### config.mk
export PLATFORM = sky130hd
export DESIGN_NAME = led_sequencer
export DESIGN_NICKNAME = d
export VERILOG_FILES = /design/src/rtl/led_seq_pkg.sv /design/src/rtl/btn_debounce.sv /design/src/rtl/led_sequencer.sv
export SDC_FILE = /design/constraint.sdc
export NUM_CORES = 1
export LEC_CHECK = 0
export ABC_AREA = 1
export BUFFER_PORTS_ARGS = -buffer_cell sky130_fd_sc_hd__buf_2
export CAP_MARGIN = 20
export CORE_MARGIN = 2
export CORE_UTILIZATION = 40
export DETAILED_ROUTE_END_ITERATION = 12
export GPL_TIMING_DRIVEN = 0
export HOLD_SLACK_MARGIN = 0.12
export SYNTH_ARGS = -nofsm -noshare
export SYNTH_HDL_FRONTEND = slang
export SYNTH_SLANG_ARGS = --single-unit
### constraint.sdc
create_clock -name clk100 -period 2.4 [get_ports clk100]
set_clock_uncertainty 0.15 [all_clocks]
set_input_delay 0.48 -clock clk100 [delete_from_list [all_inputs] [get_ports clk100]]
set_output_delay 0.48 -clock clk100 [all_outputs]
set_load 0.02 [all_outputs]
### src/rtl/led_seq_pkg.sv
// rtl/led_seq_pkg.sv - shared types and constants for the LED pattern sequencer
//
// Purpose : pattern-mode enum, LED count, per-mode initial patterns and small
//           helpers shared by led_sequencer and its sub-module.
// Ports   : none (package).
package led_seq_pkg;

  localparam int NUM_LEDS = 5;

  // Width of the lit-LED position index (0..NUM_LEDS-1).
  localparam int POS_W = $clog2(NUM_LEDS);

  typedef enum logic [1:0] {
    CHASE  = 2'd0,
    BOUNCE = 2'd1,
    COUNT  = 2'd2,
    BLINK  = 2'd3
  } mode_e;

  localparam logic [NUM_LEDS-1:0] INIT_CHASE  = 5'b00001;
  localparam logic [NUM_LEDS-1:0] INIT_BOUNCE = 5'b00001;
  localparam logic [NUM_LEDS-1:0] INIT_COUNT  = 5'b00000;
  localparam logic [NUM_LEDS-1:0] INIT_BLINK  = 5'b11111;

  function automatic logic [NUM_LEDS-1:0] init_pattern(input mode_e m);
    logic [NUM_LEDS-1:0] p;
    case (m)
      CHASE:   p = INIT_CHASE;
      BOUNCE:  p = INIT_BOUNCE;
      COUNT:   p = INIT_COUNT;
      default: p = INIT_BLINK;
    endcase
    return p;
  endfunction

  function automatic mode_e next_mode(input mode_e m);
    mode_e n;
    case (m)
      CHASE:   n = BOUNCE;
      BOUNCE:  n = COUNT;
      COUNT:   n = BLINK;
      default: n = CHASE;
    endcase
    return n;
  endfunction

  function automatic logic [NUM_LEDS-1:0] onehot(input logic [POS_W-1:0] pos);
    return {{(NUM_LEDS-1){1'b0}}, 1'b1} << pos;
  endfunction

endpackage

### src/rtl/btn_debounce.sv
// rtl/btn_debounce.sv - button synchroniser and optional counter debouncer
//
// Purpose : bring the raw asynchronous button into the clk100 domain and
//           produce a stable level. Build option SEQ_DEBOUNCE_EN selects a
//           counter-based debouncer; without it the stable level is simply
//           the 2-flop synchronised button.
// Ports   : clk100     - system clock, rising edge
//           rst_n      - asynchronous active-low reset
//           btn_raw    - raw asynchronous button, active-high
//           btn_stable - accepted button level
module btn_debounce #(
  parameter int DEBOUNCE_CYCLES = 1000000
) (
  input  logic clk100,
  input  logic rst_n,
  input  logic btn_raw,
  output logic btn_stable
);

  logic sync1_q;
  logic sync2_q;

  always_ff @(posedge clk100 or negedge rst_n) begin
    if (!rst_n) begin
      sync1_q <= 1'b0;
      sync2_q <= 1'b0;
    end else begin
      sync1_q <= btn_raw;
      sync2_q <= sync1_q;
    end
  end

`ifdef SEQ_DEBOUNCE_EN

  localparam int CNT_W = (DEBOUNCE_CYCLES > 1) ? $clog2(DEBOUNCE_CYCLES) : 1;
  localparam logic [CNT_W-1:0] CNT_LAST = CNT_W'(DEBOUNCE_CYCLES - 1);

  logic [CNT_W-1:0] cnt_q, cnt_d;
  logic             stable_q, stable_d;

  // The counter only runs while the synchronised input disagrees with the
  // accepted level; any agreement restarts the qualification window.
  always_comb begin
    cnt_d    = '0;
    stable_d = stable_q;
    if (sync2_q != stable_q) begin
      if (cnt_q == CNT_LAST) begin
        stable_d = sync2_q;
      end else begin
        cnt_d = cnt_q + CNT_W'(1);
      end
    end
  end

  always_ff @(posedge clk100 or negedge rst_n) begin
    if (!rst_n) begin
      cnt_q    <= '0;
      stable_q <= 1'b0;
    end else begin
      cnt_q    <= cnt_d;
      stable_q <= stable_d;
    end
  end

  assign btn_stable = stable_q;

`else

  // Debounce window has no meaning in this build.
  logic unused_debounce_cycles;
  assign unused_debounce_cycles = (DEBOUNCE_CYCLES != 0);

  assign btn_stable = sync2_q;

`endif

endmodule

### src/rtl/led_sequencer.sv
// rtl/led_sequencer.sv - five-LED pattern sequencer stepped by a tempo level
//
// Purpose : every transition of tick_in advances the current LED pattern;
//           a button press cycles the pattern mode CHASE -> BOUNCE -> COUNT
//           -> BLINK. Build option SEQ_DEBOUNCE_EN (inside btn_debounce)
//           enables the counter-based button debouncer.
// Ports   : clk100     - 100 MHz system clock, rising edge
//           rst_n      - asynchronous active-low reset
//           tick_in    - tempo level, each edge is one step
//           btn        - raw asynchronous mode button, active-high
//           leds[4:0]  - LED drive, active-high, bit 0 = LED1
//           mode[1:0]  - current pattern mode
//           step_pulse - one-cycle strobe when the pattern advanced
module led_sequencer
  import led_seq_pkg::*;
#(
  parameter int DEBOUNCE_CYCLES = 1000000
) (
  input  logic                clk100,
  input  logic                rst_n,
  input  logic                tick_in,
  input  logic                btn,
  output logic [NUM_LEDS-1:0] leds,
  output logic [1:0]          mode,
  output logic                step_pulse
);

  logic btn_stable;

  btn_debounce #(
    .DEBOUNCE_CYCLES(DEBOUNCE_CYCLES)
  ) u_btn_debounce (
    .clk100    (clk100),
    .rst_n     (rst_n),
    .btn_raw   (btn),
    .btn_stable(btn_stable)
  );

  // Tempo synchroniser plus history flop for edge detection.
  logic tick_sync1_q, tick_sync2_q, tick_hist_q;
  logic btn_prev_q;

  mode_e               mode_q, mode_d;
  logic [POS_W-1:0]    pos_q, pos_d;
  logic                dir_up_q, dir_up_d;
  logic [NUM_LEDS-1:0] cnt_q, cnt_d;
  logic                phase_q, phase_d;
  logic [NUM_LEDS-1:0] leds_q, leds_d;
  logic                step_pulse_q, step_pulse_d;

  logic step;
  logic press;

  assign step  = tick_sync2_q ^ tick_hist_q;
  assign press = btn_stable & ~btn_prev_q;

  // State register.
  always_ff @(posedge clk100 or negedge rst_n) begin
    if (!rst_n) begin
      tick_sync1_q <= 1'b0;
      tick_sync2_q <= 1'b0;
      tick_hist_q  <= 1'b0;
      btn_prev_q   <= 1'b0;
      mode_q       <= CHASE;
      pos_q        <= '0;
      dir_up_q     <= 1'b1;
      cnt_q        <= '0;
      phase_q      <= 1'b1;
      leds_q       <= INIT_CHASE;
      step_pulse_q <= 1'b0;
    end else begin
      tick_sync1_q <= tick_in;
      tick_sync2_q <= tick_sync1_q;
      tick_hist_q  <= tick_sync2_q;
      btn_prev_q   <= btn_stable;
      mode_q       <= mode_d;
      pos_q        <= pos_d;
      dir_up_q     <= dir_up_d;
      cnt_q        <= cnt_d;
      phase_q      <= phase_d;
      leds_q       <= leds_d;
      step_pulse_q <= step_pulse_d;
    end
  end

  // Next-state logic. A press takes priority; a coincident step is consumed
  // by the history flop and never shows up later.
  always_comb begin
    mode_d       = mode_q;
    pos_d        = pos_q;
    dir_up_d     = dir_up_q;
    cnt_d        = cnt_q;
    phase_d      = phase_q;
    leds_d       = leds_q;
    step_pulse_d = 1'b0;

    if (press) begin
      mode_d   = next_mode(mode_q);
      pos_d    = '0;
      dir_up_d = 1'b1;
      cnt_d    = '0;
      phase_d  = 1'b1;
      leds_d   = init_pattern(next_mode(mode_q));
    end else if (step) begin
      step_pulse_d = 1'b1;
      case (mode_q)
        CHASE: begin
          pos_d  = (pos_q == POS_W'(NUM_LEDS - 1)) ? '0 : pos_q + POS_W'(1);
          leds_d = onehot(pos_d);
        end
        BOUNCE: begin
          // Direction flips as the end is reached, so end values show once.
          if (dir_up_q) begin
            pos_d = pos_q + POS_W'(1);
            if (pos_q == POS_W'(NUM_LEDS - 2)) dir_up_d = 1'b0;
          end else begin
            pos_d = pos_q - POS_W'(1);
            if (pos_q == POS_W'(1)) dir_up_d = 1'b1;
          end
          leds_d = onehot(pos_d);
        end
        COUNT: begin
          cnt_d  = cnt_q + NUM_LEDS'(1);
          leds_d = cnt_d;
        end
        default: begin
          phase_d = ~phase_q;
          leds_d  = phase_d ? INIT_BLINK : '0;
        end
      endcase
    end
  end

  // Outputs come straight from registers.
  always_comb begin
    leds       = leds_q;
    mode       = mode_q;
    step_pulse = step_pulse_q;
  end

endmodule
# --- After elaboration in Yosys (flattened, before gate mapping) ---
# Index checks and enable logic that the tools add are counted.
totals:
  regBits: 24
  romBits: 0
  word_cells: 71
  n_memories: 0
  mem_bits_rw: 0
  inputBits: 4
  latch_bits: 0
  out_inout_bits: 8
op_classes:
  multipliers: 0
  add_sub_neg: 3
  bitwise: 4
  n_eq_ne: 8
  mux: 29
  shift: 2
  order_cmp: 0
  div: 0
  n_reduce_logical: 12
ops:
  columns: ["cell", "n"]
  rows:
  - ["5-bit two-way mux", 6]
  - ["3-bit two-way mux", 7]
  - ["5-bit one-hot mux with 3 select lines", 1]
  - ["1-bit two-way mux", 11]
  - ["5-bit one-hot mux with 2 select lines", 1]
  - ["1-bit by 3-bit << shifter with 5-bit output, first input constant", 2]
  - ["2-bit AND reduction", 4]
  - ["2-bit one-hot mux with 3 select lines", 1]
  - ["3-bit one-hot mux with 2 select lines", 1]
  - ["2-bit nonzero test", 3]
  - ["5-bit by 1-bit adder with 5-bit output, second input constant", 1]
  - ["2-bit by 1-bit == test with 1-bit output, second input constant", 2]
  - ["2-bit == test, second input constant", 2]
  - ["2-bit zero test", 2]
  - ["3-bit by 1-bit adder with 3-bit output, second input constant", 1]
  - ["3-bit by 1-bit == test with 1-bit output, second input constant", 1]
  - ["3-bit by 2-bit == test with 1-bit output, second input constant", 1]
  - ["3-bit == test, second input constant", 1]
  - ["3-bit nonzero test", 1]
  - ["3-bit OR reduction", 1]
  - ["3-bit by 1-bit subtractor with 3-bit output, second input constant", 1]
  - ["2-bit two-way mux", 1]
  - ["2-bit by 1-bit inequality test with 1-bit output, second input constant", 1]
  - ["1-bit inverter", 2]
  - ["other kinds (3)", 3]

# --- Depth between registers and ports, before layout ---
# Gate-level depths: netlist of the first run.
logic_depth:
  word_depth: 9
  ltp_mapped: 13
  mapped_depth_nobuf: 13

# --- Hierarchy ---
# From an unflattened synthesis of the first run, not the netlist that was laid out.
unflattened:
  cells_unflattened: 169
  hier_area_um2: 1367.6
modules_own_cells:
  columns: ["mod", "seq_area_each_um2", "area_per_inst_um2", "cells_each", "instances"]
  rows:
  - ["led_sequencer", 554.3, 1317.5, 167, 1]
  - ["btn_debounce", 50.0, 50.0, 2, 1]

# --- Worst setup path after synthesis of the first run ---
# Ideal clock, no wire load.
synth_path:
  path_kind: "register to register"
  start: "register mode_q[1], in the netlist mode[1]"
  end: "register leds_q[0], in the netlist leds[0]"
  n_path_buf: 0
  setup_time_ns: 0.060
  t_required_ns: 2.190
  slack_ns: 0.660
  period_less_slack_ns: 1.740
  arrival_time_ns: 1.529
  stages_incl_launch_ff: 14
  path_cell_list: "dfrtp_1 -> inv_1 -> ha_1 -> inv_1 -> nand3_2 -> nand2_2 -> inv_1 -> nor2_1 -> nand3_1 -> nand2_1 -> nand2_1 -> nand2_1 -> nand2_1 -> nand2_1"
synth_between:
  elab_chain_len: 7
  word_cells_on_any_way: 13
  cone_classes: "eq/ne (4); mux (6); reduce/logical (3)"
synth_rtl:
  columns: ["item", "line_no", "text"]
  rows:
  - ["from (decl)", "led_sequencer.sv:43", "mode_e mode_q, mode_d;"]
  - ["from (signal assigned)", "led_sequencer.sv:76", "mode_q <= mode_d;"]
  - ["2-bit == test, or another cell as far along", "led_seq_pkg.sv:38, led_sequencer.sv:106", null]
  - ["2-bit one-hot mux with 3 select lines", "led_seq_pkg.sv:38", "case (m)"]
  - ["2-bit two-way mux", "led_sequencer.sv:97", "if (press) begin"]
  - ["2-bit by 1-bit == test with 1-bit output or 2-bit zero test (tied branches)", "led_seq_pkg.sv:27", "case (m)"]
  - ["2-bit OR reduction (no source line)", null, null]
  - ["5-bit one-hot mux with 2 select lines", "led_seq_pkg.sv:27", null]
  - ["5-bit two-way mux *", "led_sequencer.sv:97", null]
  - ["to (signal assigned)", "led_sequencer.sv:81", "leds_q <= leds_d;"]
  - ["to (decl)", "led_sequencer.sv:48", "logic [NUM_LEDS-1:0] leds_q, leds_d;"]
# Mark *: on every way between the ends. The rest lies on a longest branch, timed or not. The select of a mux whose other input is x is not followed.
# A chain may end at the register's enable or synchronous reset.

# --- Worst setup path after layout of the first run ---
# Ends and elaborated chain as after synthesis.

==> results.py, run 1 <==
metrics = {
    "detailed_routing": {
        "wl_um": 2670,
        "ant_nets": 0,
        "dr.pass1.iters": 4,
        "vias": 1103,
        "drc": 0,
        "routedWlPerCell_um": 11.4,
        "via_per_inst": 4.73,
        "drt-initial-drc-count": 58,
    },
    "critical_path": {
        "crit_type": "reg -> reg",
        "endpoint_kind": "flop",
        "critPathRequiredTime_ns": 2.53,
        "crit_arrival_ns": 1.95,
        "cp-start-kind": "flop",
        "cp_max_fo": 6,
        "reg2reg_depth": 13,
        "rrSetupSlack_ns": 0.57,
    },
    "clocking": {
        "insertion_delay_ns": 0.32,
        "h-tree-depth": 1,
        "post_cts_buffers": 0,
        "cts_root_buf": "clkbuf_4",
        "numClockSinks": 24,
        "cts_buffer_depth": 2,
        "clk_pin_slew_ns": 0.13,
        "cts_buffers": 3,
        "cts_tree": "done",
    },
    "sta": {
        "max_slew_margin_pct": 64.5,
        "slew_viol_final": 0,
        "fin_crit_ns": 1.83,
        "fmax_mhz": 548,
        "hold_slack_ns": 0.220,
        "setup_viol": 0,
        "grt_setup_unrepaired": "no",
        "period_share_pct": 76.1,
        "tns_ns": 0,
        "worst_pin_slew_ns": 0.533,
        "fin_ws_ns": 0.574,
        "hold_viol": 0,
    },
    "die": {
        "rows": 21,
        "fp.dieH_um": 62.5,
        "io_pins": 12,
        "die_area_um2": 3900,
        "core_region_area_um2": 3310,
        "initial_core_util_pct": 41.3,
        "die_w_um": 62.5,
    },
    "layout": {
        "multi_input_area_um2": 661,
        "drive_above_1_share_pct": 17.6,
        "area_growth_pct": 14.3,
        "layout.nets": 203,
        "n_antenna_cell": 0,
        "seqCellArea_um2": 604,
        "fillers": 340,
    },
    "pwr": {
        "worst_ir_drop_vdd_mv": 0.425,
        "cellLeakagePower_nw": 0.831,
        "power_density_nw_per_um2": 1110,
    },
    "global_route": {
        "grt_use_total_pct": 16.1,
        "grt_pass1_wl_um": 4970,
        "grt_pass1_vias": 1112,
        "grt_overflow": 0,
        "antenna_found_initial": 0,
        "grt_max_degree": 25,
    },
    "outcome": {
        "status": "complete, no violations",
    },
    "synthesis": {
        "synth_area_um2": 1370,
        "yosysTopAreaCellShare_pct": 38.4,
        "synth-seq-cells": 24,
        "yosysWarnings": 0,
        "synthCells": 169,
        "yosysSeqAreaShare_pct": 44.2,
        "synth.top_cells.by_area": "dfrtp_1 (38%), nand2_1 (15%), ha_1 (10%)",
        "postSynthAreaPerCell_um2": 8.09,
        "synth_cell_type_count": 23,
        "synth_top_area_cell": "dfrtp_1",
        "synth_nets": 184,
    },
    "placement": {
        "dp_worst_setup_slack_ns": 0.600,
        "gp_congestion": 0.827,
        "port_buffers": 11,
        "hpwl_um": 2030,
    },
    "flow_run": {
        "maxCapViolCount": 0,
    },
    "min_path": {
        "hold_class": "reg -> reg",
        "holdPathStages": 0,
    },
}
-- kinds of logic (layout without fill, tap and decap cells) --
family | count (synthesis) | count (layout) | share of synthesized area, %
AND/OR/NAND/NOR | 83 | 83 | 28.2
buffers and inverters | 27 | 45 | 7.50
flip-flops | 24 | 24 | 44.2
adder cells (fa/ha/maj) | 11 | 11 | 10.1
AO/OA/AOI/OAI | 23 | 23 | 9.42
XOR/XNOR | 1 | 1 | 0.641
-- layer usage --
metal | up-vias | GRT usage (%) | wire [um]
met1 | 509 | 22.0 | 1290
met5 | - | 0 | 0
met3 | 7 | 1.62 | 48
li1 | 575 | - | -
met2 | 12 | 25.8 | 1260
met4 | 0 | 7.50 | 69
-- state kept, by name (all words and copies together), names as in the netlist --
signal	cells
phase_q	1
dir_up_q	1
mode	2
cnt_q	5
tick_hist_q	1
tick_sync1_q	1
step_pulse	1
leds	5
u_btn_debounce.btn_stable	1
btn_prev_q	1
u_btn_debounce.sync1_q	1
pos_q	3
tick_sync2_q	1
-- report_power, final --
part | switching (mW) | internal (mW)
clock | 0.129 | 0.169
sequential | 0.0767 | 0.520
combinational | 0.554 | 0.291
total | 0.760 | 0.981
-- critical path: stages, from the launching register on --
cell,delay [ns]
dfrtp_1,0.42
inv_1,0.10
ha_1,0.25
inv_1,0.11
nand3_2,0.11
nand2_2,0.12
inv_1,0.06
nor2_1,0.10
nand3_1,0.07
nand2_1,0.06
nand2_1,0.05
nand2_1,0.06
nand2_1,0.05
nand2_1,0.06
-- metrics by stage --
step                instance area (um^2)  total power, mW  instances  utilization (%)
finish                              1560             1.74        233             47.2
detailed placement                  1480             1.45        226             44.7
global route                        1560             1.91        233             47.2
global placement                    1480             1.42        226             44.7
CTS                                 1560             1.76        233             47.2
floorplan                           1370             1.24        169                -
-- synthesized netlist by cell type (all sizes together) --
master and n:
nand3b 1, o21ai 13, a21boi 2, clkinv 2, o22ai 6, nor2 8, or2 1, dfrtp 21
inv 25, a21oi 1, nand3 14, nand2 59, ha 11, xor2 1, dfstp 3, a31oi 1
-- cells in the final DEF (no fill, tap or decap) --
cell | synthesis | final
o22ai_1 | 6 | 6
ha_1 | 11 | 11
o21ai_0 | 11 | 11
or2_1 | 1 | 1
inv_2 | 3 | 3
a21boi_0 | 2 | 2
nand3_1 | 11 | 11
nand3_2 | 3 | 3
inv_1 | 22 | 22
clkbuf_4 | 0 | 3
nand3b_1 | 1 | 1
o21ai_1 | 2 | 2
clkinv_2 | 1 | 1
nor2_4 | 3 | 3
nor2_2 | 1 | 1
a31oi_1 | 1 | 1
a21oi_1 | 1 | 1
nand2_1 | 55 | 55
dlygate4sd3_1 | 0 | 3
nor2_1 | 4 | 4
clkinv_1 | 1 | 1
xor2_1 | 1 | 1
buf_2 | 0 | 11
bufinv_16 | 0 | 1
dfrtp_1 | 21 | 21
dfstp_2 | 3 | 3
nand2_2 | 4 | 4
-- what timing repair did --
action                                 in CTS  in global routing
setup endpoints to repair                   0                  0
gates resized for setup                     0                  0
hold buffers                                3                  0
endpoints found under the hold margin      23                  0
-- worst paths after layout --
| path | endpoint | from |
|---|---|---|
| hold / removal | tick_sync2_q | tick_sync1_q |
| setup / recovery | leds[0] | mode[1] |
| setup reg to reg | leds[0] | mode[1] |
| hold reg to reg | tick_sync2_q | tick_sync1_q |
| max in group asynchronous | phase_q | rst_n |
| min in group asynchronous | u_btn_debounce.sync1_q | rst_n |
-- final cells by class --
cell class | instances | share of cell area [%]
multi-input cells | 118 | 42.3
clock inverters | 1 | 1.92
clock buffers | 3 | 1.44
repair buffers | 14 | 5.44
well taps | 46 | 3.68
flip-flops and latches | 24 | 38.7
inverters | 27 | 6.57
Note: power is estimated with default switching activity, not from simulation.
==> inputs of run 2 (changes only) <==
- clock period: 2.4 -> 1.7 ns (I/O delays scaled with it)
==> run 2 against run 1 <==
  * Routed wire length rose by 2.9%
  * Non-clock buffer count rose by 5
  * Largest power group unchanged
  * Fmax rose by 8.8%
  * Utilization rose by 4.7 points
  * Hold slack improved by 0.0069 ns
  * Sequential share of layout area fell by 3.3 points
  * Worst setup slack got worse by 0.55 ns
==> results.py, run 2 (synthesized netlist as in run 1, its figures left out) <==
metrics = {
    "layout": {
        "area_growth_pct": 25.6,
        "mostFrequentLayoutCells": "nand2_1 (51), dfrtp_1 (18), inv_1 (15), buf_2 (11), o21ai_0 (10)",
        "mostFrequentLayoutCell": "nand2_1",
        "drive_above_1_share_pct": 32.3,
        "n_antenna_cell": 0,
        "final_area_um2": 1720,
        "layout.nets": 208,
    },
    "flow_run": {
        "maxCapViolCount": 0,
    },
    "detailed_routing": {
        "ant_nets": 0,
        "dr.pass1.iters": 4,
        "via_per_inst": 4.89,
        "dr_wl_met2_um": 1360,
        "top_layer": "met4",
        "vias": 1163,
        "drc": 0,
        "routedWlPerCell_um": 11.5,
        "wl_met1_um": 1240,
        "dr_wl_met3_um": 91,
        "drt-initial-drc-count": 43,
        "wl_um": 2740,
    },
    "pwr": {
        "swShare_pct": 44.1,
        "worst_ir_drop_vdd_mv": 0.688,
        "p_clk_share_pct": 14.5,
        "p_int_mw": 1.60,
        "power_density_nw_per_um2": 1670,
        "switchingPower_mw": 1.26,
        "pwr-share-seq_pct": 30.0,
        "cellLeakagePower_nw": 0.858,
        "pwr-share-comb_pct": 55.5,
    },
    "critical_path": {
        "cpLargestDelayFamily": "simple AND/OR/NAND/NOR gates",
        "cp_num_buf_inv": 1,
        "cp_max_fo": 4,
        "crit_path_top_delay_cell": "dfrtp_1",
        "critPathRequiredTime_ns": 1.83,
        "endpoint_kind": "flop",
        "crit_arrival_ns": 1.80,
        "crit_chain": "ha_2, ha_4, nand2_2, nand2_2, inv_4, nand2_4, nand3_2, nand2_1, nand2_1, nand2_1, nand2_1, nand2_1",
        "rrSetupSlack_ns": 0.02,
        "cp_common_cell": "nand2_1",
        "crit_type": "reg -> reg",
        "cpPeakStageDelay_ns": 0.43,
        "cp-start-kind": "flop",
    },
    "global_route": {
        "grt_use_total_pct": 15.5,
        "grt_pass1_wl_um": 4860,
        "grt_max_degree": 25,
        "grt_pass1_vias": 1164,
        "grt_overflow": 0,
        "antenna_found_initial": 0,
    },
    "sta": {
        "max_slew_margin_pct": 64.7,
        "fmax_mhz": 596,
        "grt_setup_unrepaired": "yes",
        "fin_crit_ns": 1.68,
        "setup_viol": 0,
        "slew_viol_final": 0,
        "period_share_pct": 98.7,
        "hold_viol": 0,
        "fin_ws_ns": 0.0225,
        "worst_pin_slew_ns": 0.530,
    },
    "clocking": {
        "cts_tree": "done",
        "cts_buffer_depth": 2,
        "cts_root_buf": "clkbuf_4",
        "cts_buffers": 3,
        "insertion_delay_ns": 0.32,
        "h-tree-depth": 1,
        "numClockSinks": 24,
        "clk_pin_slew_ns": 0.13,
    },
    "die": {
        "core_region_area_um2": 3310,
        "io_pins": 12,
        "rows": 21,
        "initial_core_util_pct": 41.3,
        "die_area_um2": 3900,
        "die_w_um": 62.5,
        "fp.dieH_um": 62.5,
    },
    "placement": {
        "gp_congestion": 0.849,
        "port_buffers": 11,
        "dpl-instance-area_um2": 1480,
        "hpwl_um": 2000,
        "dp_worst_setup_slack_ns": -0.102,
    },
    "outcome": {
        "status": "complete, no violations",
    },
    "min_path": {
        "hold_class": "reg -> reg",
    },
}
run 2: cell count changes in the layout (fill, tap and decap cells not counted), moves of 3 or more:
cell and change:
dfrtp_2 +3, nand2_1 -4, buf_4 +5, ha_4 +4
dfrtp_1 -3, inv_1 -7, inv_2 +6, nand3_1 -3
ha_1 -5
run 2: final timing paths:
| path | from | endpoint | cells past startpoint |
|---|---|---|---|
| max in group asynchronous | rst_n | mode[1] | 2 |
| setup reg to reg | pos_q[0] | leds[0] | 12 |
| setup / recovery | pos_q[0] | leds[0] | 12 |
| min in group asynchronous | rst_n | btn_prev_q | 2 |
| hold reg to reg | u_btn_debounce.sync1_q | u_btn_debounce.btn_stable | 0 |
| hold / removal | u_btn_debounce.sync1_q | u_btn_debounce.btn_stable | 0 |
run 2: metrics by stage:
step | cells | TNS [ns] | power [mW] | hold WS (ns) | util (%)
after detailed placement | 226 | -0.548 | 2.05 | 0.187 | 44.7
final | 238 | 0 | 2.87 | 0.227 | 51.9
after global routing | 238 | -0.296 | 3.13 | 0.242 | 51.9
after CTS | 235 | -0.0121 | 2.61 | 0.228 | 49.0
after floorplan | 169 | 0 | 1.76 | -0.106 | -
after global placement | 226 | -0.322 | 2.01 | 0.193 | 44.7
run 2: cell type report:
class / instances / area (um^2)
clock inverter: 1 / 30.0
tap: 46 / 57.6
timing repair buffer: 19 / 123
sequential: 24 / 608
clock buffer: 3 / 22.5
fill: 328 / 1590
inverter: 27 / 106
multi-input combinational: 118 / 771
run 2: repair_timing:
item / in CTS / in global routing
setup buffers: 2 / 3
pin swaps: 2 / 7
hold buffers: 3 / 0
gates cloned: 0 / 0
endpoints found under the hold margin: 23 / 0
setup endpoints to repair: 8 / 8
gates resized for setup: 10 / 23
run 2: power groups by stage:
stage	registers (mW)	clock network, mW	logic (mW)
4_1_cts	0.848	0.425	1.34
3_3_place_gp	0.844	0	1.17
5_1_grt	0.883	0.449	1.79
3_5_place_dp	0.853	0	1.19
2_1_floorplan	0.932	0	0.823
6_report	0.861	0.416	1.59
run 2: metal layers:
layer / up-vias / global-route usage [%]
li1: 582 / -
met1: 555 / 19.2
met2: 20 / 26.9
met3: 6 / 2.16
met4: 0 / 6.39
met5: - / 0
